`src/rtl/fetch_pkg.sv`:
```
// Shared widths, defaults and types for the instruction fetch unit.
package fetch_pkg;

  localparam int unsigned XLEN = 32;
  localparam int unsigned ILEN = 32;
  localparam logic [XLEN-1:0] DefaultResetPc = 32'h0000_0000;

  typedef struct packed {
    logic [ILEN-1:0] insn;
    logic [XLEN-1:0] pc;
  } fetch_entry_t;

  function automatic logic [XLEN-1:0] word_align(input logic [XLEN-1:0] addr);
    return {addr[XLEN-1:2], 2'b00};
  endfunction

endpackage

```
`src/rtl/fetch_if.sv`:
```
// Cache-read and decode-side signals of the fetch unit, bundled with directional views.
interface fetch_if;
  import fetch_pkg::*;

  logic [XLEN-1:0] ic_rd_addr;
  logic            ic_rd_req;
  logic            ic_rd_wait;
  logic [ILEN-1:0] ic_rd_data;
  logic            stall;
  logic            jmp;
  logic [XLEN-1:0] jmp_pc;
  logic            bubble;
  logic [ILEN-1:0] insn;
  logic [XLEN-1:0] insn_pc;

  modport master (
    output ic_rd_addr, ic_rd_req, bubble, insn, insn_pc,
    input  ic_rd_wait, ic_rd_data, stall, jmp, jmp_pc
  );

  modport slave (
    input  ic_rd_addr, ic_rd_req, bubble, insn, insn_pc,
    output ic_rd_wait, ic_rd_data, stall, jmp, jmp_pc
  );
endinterface

```
`src/rtl/fetch_queue.sv`:
```
// Two-entry shifting FIFO of {insn, pc}; head is always entry 0, flush wins over push/pop.
module fetch_queue
  import fetch_pkg::*;
(
  input  logic         clk,
  input  logic         rst_b,
  input  logic         i_push,
  input  logic         i_pop,
  input  logic         i_flush,
  input  fetch_entry_t i_data,
  output fetch_entry_t o_head,
  output logic         o_full,
  output logic         o_empty
);

  fetch_entry_t r_entry [2];
  logic [1:0]   r_count;
  logic         w_push;
  logic         w_pop;

  assign o_empty = (r_count == 2'd0);
  assign o_full  = (r_count == 2'd2);
  assign o_head  = r_entry[0];
  assign w_pop   = i_pop && !o_empty;
  assign w_push  = i_push && (!o_full || w_pop);

  always_ff @(posedge clk or negedge rst_b) begin
    if (!rst_b) begin
      r_count    <= 2'd0;
      r_entry[0] <= '0;
      r_entry[1] <= '0;
    end else if (i_flush) begin
      r_count <= 2'd0;
    end else begin
      unique case ({w_push, w_pop})
        2'b10: begin
          r_entry[r_count[0]] <= i_data;
          r_count             <= r_count + 2'd1;
        end
        2'b01: begin
          r_entry[0] <= r_entry[1];
          r_count    <= r_count - 2'd1;
        end
        2'b11: begin
          // Occupancy unchanged; the new entry lands behind whatever survives the pop.
          if (r_count == 2'd1) begin
            r_entry[0] <= i_data;
          end else begin
            r_entry[0] <= r_entry[1];
            r_entry[1] <= i_data;
          end
        end
        default: ;
      endcase
    end
  end

endmodule

```
`src/rtl/fetch.sv`:
```
// Instruction fetch: PC register feeding the I-cache, with a 2-deep queue towards decode.
module fetch
  import fetch_pkg::*;
#(
  parameter logic [XLEN-1:0] RESET_PC = DefaultResetPc
) (
  input logic      clk,
  input logic      rst_b,
  fetch_if.master  bus
);

  logic [XLEN-1:0] r_pc;
  fetch_entry_t    w_head;
  fetch_entry_t    w_push_data;
  logic            w_full;
  logic            w_empty;
  logic            w_pop;
  logic            w_accept;

  assign w_pop    = !w_empty && !bus.stall;
  // Gated by rst_b so the request is low for the whole reset, not just after the first edge.
  assign bus.ic_rd_req  = rst_b && !bus.jmp && (!w_full || w_pop);
  assign w_accept       = bus.ic_rd_req && !bus.ic_rd_wait;
  assign bus.ic_rd_addr = word_align(r_pc);

  assign w_push_data.insn = bus.ic_rd_data;
  assign w_push_data.pc   = word_align(r_pc);

  assign bus.bubble  = w_empty;
  assign bus.insn    = w_head.insn;
  assign bus.insn_pc = w_head.pc;

  always_ff @(posedge clk or negedge rst_b) begin
    if (!rst_b) begin
      r_pc <= RESET_PC;
    end else if (bus.jmp) begin
      r_pc <= word_align(bus.jmp_pc);
    end else if (w_accept) begin
      r_pc <= r_pc + 32'd4;
    end
  end

  fetch_queue u_queue (
    .clk     (clk),
    .rst_b   (rst_b),
    .i_push  (w_accept),
    .i_pop   (w_pop),
    .i_flush (bus.jmp),
    .i_data  (w_push_data),
    .o_head  (w_head),
    .o_full  (w_full),
    .o_empty (w_empty)
  );

endmodule
```
`src/flat_wrapper.sv`:
```
// flat-port wrapper written by rule: the top's interface ports become plain ports
module fetch_flat import fetch_pkg::*;
#(
  parameter logic [XLEN-1:0] RESET_PC = DefaultResetPc
)
  (clk, rst_b, bus_ic_rd_addr, bus_ic_rd_req, bus_bubble, bus_insn, bus_insn_pc, bus_ic_rd_wait, bus_ic_rd_data, bus_stall, bus_jmp, bus_jmp_pc);
  fetch_if bus_i ();
  input logic clk;
  input logic rst_b;
  output wire logic [$bits(bus_i.ic_rd_addr)-1:0] bus_ic_rd_addr;
  output wire logic [$bits(bus_i.ic_rd_req)-1:0] bus_ic_rd_req;
  output wire logic [$bits(bus_i.bubble)-1:0] bus_bubble;
  output wire logic [$bits(bus_i.insn)-1:0] bus_insn;
  output wire logic [$bits(bus_i.insn_pc)-1:0] bus_insn_pc;
  input wire logic [$bits(bus_i.ic_rd_wait)-1:0] bus_ic_rd_wait;
  input wire logic [$bits(bus_i.ic_rd_data)-1:0] bus_ic_rd_data;
  input wire logic [$bits(bus_i.stall)-1:0] bus_stall;
  input wire logic [$bits(bus_i.jmp)-1:0] bus_jmp;
  input wire logic [$bits(bus_i.jmp_pc)-1:0] bus_jmp_pc;
  assign bus_ic_rd_addr = bus_i.ic_rd_addr;
  assign bus_ic_rd_req = bus_i.ic_rd_req;
  assign bus_bubble = bus_i.bubble;
  assign bus_insn = bus_i.insn;
  assign bus_insn_pc = bus_i.insn_pc;
  assign bus_i.ic_rd_wait = bus_ic_rd_wait;
  assign bus_i.ic_rd_data = bus_ic_rd_data;
  assign bus_i.stall = bus_stall;
  assign bus_i.jmp = bus_jmp;
  assign bus_i.jmp_pc = bus_jmp_pc;
  fetch #(.RESET_PC(RESET_PC)) u_core (.clk(clk), .rst_b(rst_b), .bus(bus_i));
endmodule
```
`config.mk`:
```
export PLATFORM = sky130hd
export DESIGN_NAME = fetch_flat
export DESIGN_NICKNAME = d
export VERILOG_FILES = /design/src/rtl/fetch_pkg.sv /design/src/rtl/fetch_if.sv /design/src/rtl/fetch_queue.sv /design/src/rtl/fetch.sv /design/src/flat_wrapper.sv
export SDC_FILE = /design/constraint.sdc
export NUM_CORES = 1
export LEC_CHECK = 0
export CORE_ASPECT_RATIO = 1.1
export CORE_MARGIN = 2
export CORE_UTILIZATION = 50
export DETAILED_ROUTE_END_ITERATION = 10
export PLACE_DENSITY = 0.85
export SLEW_MARGIN = 20
export SYNTH_ARGS = -nofsm -noshare
export SYNTH_HDL_FRONTEND = slang
export SYNTH_HIERARCHICAL = 1
export SYNTH_SLANG_ARGS = --single-unit
```
`constraint.sdc`:
```
create_clock -name clk -period 3 [get_ports clk]
set_input_delay 0.45 -clock clk [delete_from_list [all_inputs] [get_ports clk]]
set_output_delay 0.45 -clock clk [all_outputs]
set_load 0.005 [all_outputs]
```
==> flow_summary.ini <==
[run_status]
status = finished clean

[critical_path]
slowest_stage = clkdlybuf4s50_1
required_ns = 2.55
arrival_ns = 2.34
cp-start-kind = flop
reg2regPathDepth = 9
path_buf_inv = 2
reg2reg_to = u_core/u_queue/r_entry[40]$_DFFE_PN0P_
crit_path_max_incr_delay_ns = 0.55
path_delay_family = buffers and inverters
reg2reg_slack_ns = 0.40
end_kind = output port
r2r-start = u_core/u_queue/r_count[0]$_DFFE_PN0P_
crit_start = u_core/u_queue/r_count[0]$_DFFE_PN0P_
critPathMaxFanout = 5
path_cells = inv_1, ha_1, o21a_1, nor3b_2, clkdlybuf4s50_1
worstSetupPathType = flop to output port

[die]
start_util_pct = 50.57
fp.dieW_um = 123.4
num_io_pins = 167
core.rowCount = 48
coreArea_um2 = 15490
die_h_um = 135.3
die_area_um2 = 16690

[clock_tree]
numCtsBuffers = 17
htree_levels = 4
cts_sinks = 160
clk_path_buf_depth = 2
cts.clk_slew.worst_paths_ns = 0.06
clk_latency_ns = 0.42
postCtsHoldBufs = 0
root_buffer = clkbuf_16
cts_tree = done

[timing]
slew_viol_final = 0
tightest_slew_ns = 0.8737
timing_hold_violations_final = 0
post-route-period-util_pct = 92.87
setup-violations-final = 0
setup_tns_ns = 0
min_period_ns = 2.786
fmax_mhz = 358.9
slew_headroom_pct = 41.76
grt_setup_unrepaired = false
finalClockSkew_ns = 0.007853

[grt]
grt_pass1_wl_um = 28650
grt_max_degree = 161
track_usage_pct = 22.05
grt_pass1_vias = 5661
gr-total-overflow = 0
antenna_found_initial = 0

[synthesis]
ys_types = 59
yosys_warnings = 6
synth.cell_area_um2 = 7836
async_reset_ff_share_pct = 100.0
synthCells = 718
synth_edf_count = 0
ys_ff_latch = 160
synth_flop_cell = dfrtp_1
syn_area_per_cell_um2 = 10.91
ys_seq_area_share_pct = 51.09

[power]
vdd_ir_drop_max_v = 0.0004010
p_leak_nw = 4.272
powerDensity_nw_per_um2 = 841.7

[routing]
post_drt_wl_per_cell_um = 17.53
first_pass_iters = 5
drtIter0Drc = 449
ant_nets = 0
via_count = 5748
via_per_inst = 5.619
drcViolationCount = 0
drt-total-wl_um = 17930

[job]
cap_violations = 0

[place]
dpl.hpwl_um = 11740
gp_congestion = 0.8010
port_buffers = 162

[cells_and_area]
antenna_cells = 0
syn_to_final_growth_pct = 24.75
drive_gt1_share_pct = 16.28
fillers = 1249
fin_util_pct = 63.09
fin_nets = 883

[worst_hold_path]
hold_class = input port to async pin
==> cell usage in the layout, fill, tap and decap left out, types with 3 or more instances in the layout <==
cell and count:
a31oi_1 3, mux2_1 5, nor3_1 7, nand3_1 17
clkinvlp_4 3, buf_4 13, ha_1 4, clkbuf_16 17
a31o_2 4, o211ai_1 7, o311ai_0 5, nor4_4 3
a21oi_1 66, inv_1 5, and3_1 6, o21a_1 3
conb_1 6, nand4_1 10, xnor2_1 3, a22oi_1 65
a41oi_1 3, xor2_1 5, dfrtp_1 160, o21ai_0 16
o21ai_1 3, mux2_2 59, nand2b_1 5, bufinv_16 3
buf_12 6, nor2_1 74, nand2_1 29, clkdlybuf4s50_1 161
==> area by class of cell <==
| class | instances | area [µm²] | area share, % |
|---|---|---|---|
| well taps | 200 | 250.2 | 2.560 |
| repair buffers | 181 | 1841 | 18.83 |
| inverters | 6 | 22.52 | 0.2304 |
| clock inverters | 12 | 157.7 | 1.613 |
| clock buffers | 20 | 456.7 | 4.672 |
| flip-flops and latches | 160 | 4004 | 40.96 |
| multi-input cells | 444 | 3044 | 31.14 |
==> worst reg2reg max path, cell delays in order (launching register included) <==
cell and delay (ns):
dfrtp_1 0.46, inv_1 0.12, ha_1 0.26, o21a_1 0.26, or2_1 0.27, inv_2 0.15
nor2b_1 0.25, o21ai_4 0.10, buf_4 0.26, mux2_1 0.36
==> flip-flops by register name, summed over array words and instances (netlist names) <==
register,cells
u_core/u_queue/r_count,2
u_core/u_queue/r_entry,64
u_core/u_queue/o_head,64
u_core/r_pc,30
==> layer usage <==
layer / up-vias / GRT usage [%] / routed length, µm
li1: 2698 / - / -
met1: 2821 / 28.93 / 7753
met2: 208 / 35.10 / 8793
met3: 21 / 4.924 / 1082
met4: 0 / 9.470 / 304
met5: - / 0 / 0
==> cells by family (layout without fill, tap and decap cells) <==
logic type	after synthesis	after routing	share of synthesized area [%]
multiplexers	67	67	9.740
other	1	6	0.04785
flip-flops	160	160	51.09
AND/OR/NAND/NOR	170	170	11.10
AO/OA/AOI/OAI	189	189	15.86
adder cells (fa/ha/maj)	4	4	0.6387
buffers and inverters	119	219	10.63
XOR/XNOR	8	8	0.8942
==> how the worst max path moves through the flow <==
| stage | endpoint | slack (ns) | depth (start not counted) |
|---|---|---|---|
| after floorplan | u_core/u_queue/r_entry[10]$_DFFE_PN0P_ | 0.45 | 11 |
| after global placement | u_core/u_queue/r_entry[40]$_DFFE_PN0P_ | 0.18 | 8 |
| after detailed placement | u_core/u_queue/r_entry[40]$_DFFE_PN0P_ | 0.12 | 8 |
| after CTS | bus_ic_rd_req | 0.07 | 5 |
| after global routing | bus_ic_rd_req | 0.09 | 5 |
| final | bus_ic_rd_req | 0.21 | 5 |
==> Yosys cell counts (3+ instances only) <==
library cell	count	share of area, %
a21oi_1	66	4.2
a22oi_1	65	6.2
a31o_2	4	0.45
a31oi_1	3	0.24
a41oi_1	3	0.34
and3_1	6	0.48
buf_2	29	1.9
buf_4	66	6.3
buf_6	11	1.6
clkbuf_1	5	0.24
dfrtp_1	160	51
ha_1	4	0.64
inv_1	5	0.24
mux2_1	5	0.72
mux2_2	59	8.5
nand2_1	29	1.4
nand2b_1	5	0.40
nand3_1	17	1.1
nand4_1	10	0.80
nor2_1	74	3.5
nor3_1	7	0.45
nor4_4	3	0.81
o211ai_1	7	0.67
o21a_1	3	0.29
o21ai_0	16	1.0
o21ai_1	3	0.19
o311ai_0	5	0.56
xnor2_1	3	0.34
xor2_1	5	0.56
==> metrics by stage <==
step	power (mW)	instance area, µm²	std cells	hold slack [ns]	setup WS (ns)
global placement	5.933	9156	991	0.4743	0.1777
floorplan	5.149	7855	723	0.1544	0.4458
finish	8.228	9776	1023	0.1986	0.2140
detailed placement	6.058	9156	991	0.4854	0.1243
global route	8.753	9776	1023	0.3191	0.09430
CTS	8.316	9771	1023	0.2822	0.07340
==> report_power, final <==
part | total [mW] | switching [mW] | internal, mW
logic | 2.60 | 1.04 | 1.55
clock network | 2.23 | 0.868 | 1.36
registers | 3.40 | 0.474 | 2.93
==> repair_timing <==
| action | in CTS | in global routing |
|---|---|---|
| endpoints found under the setup margin | 0 | 1 |
| buffers inserted | 0 | 0 |
| resized for setup | 0 | 1 |
Power figures use the tool's default switching activity.
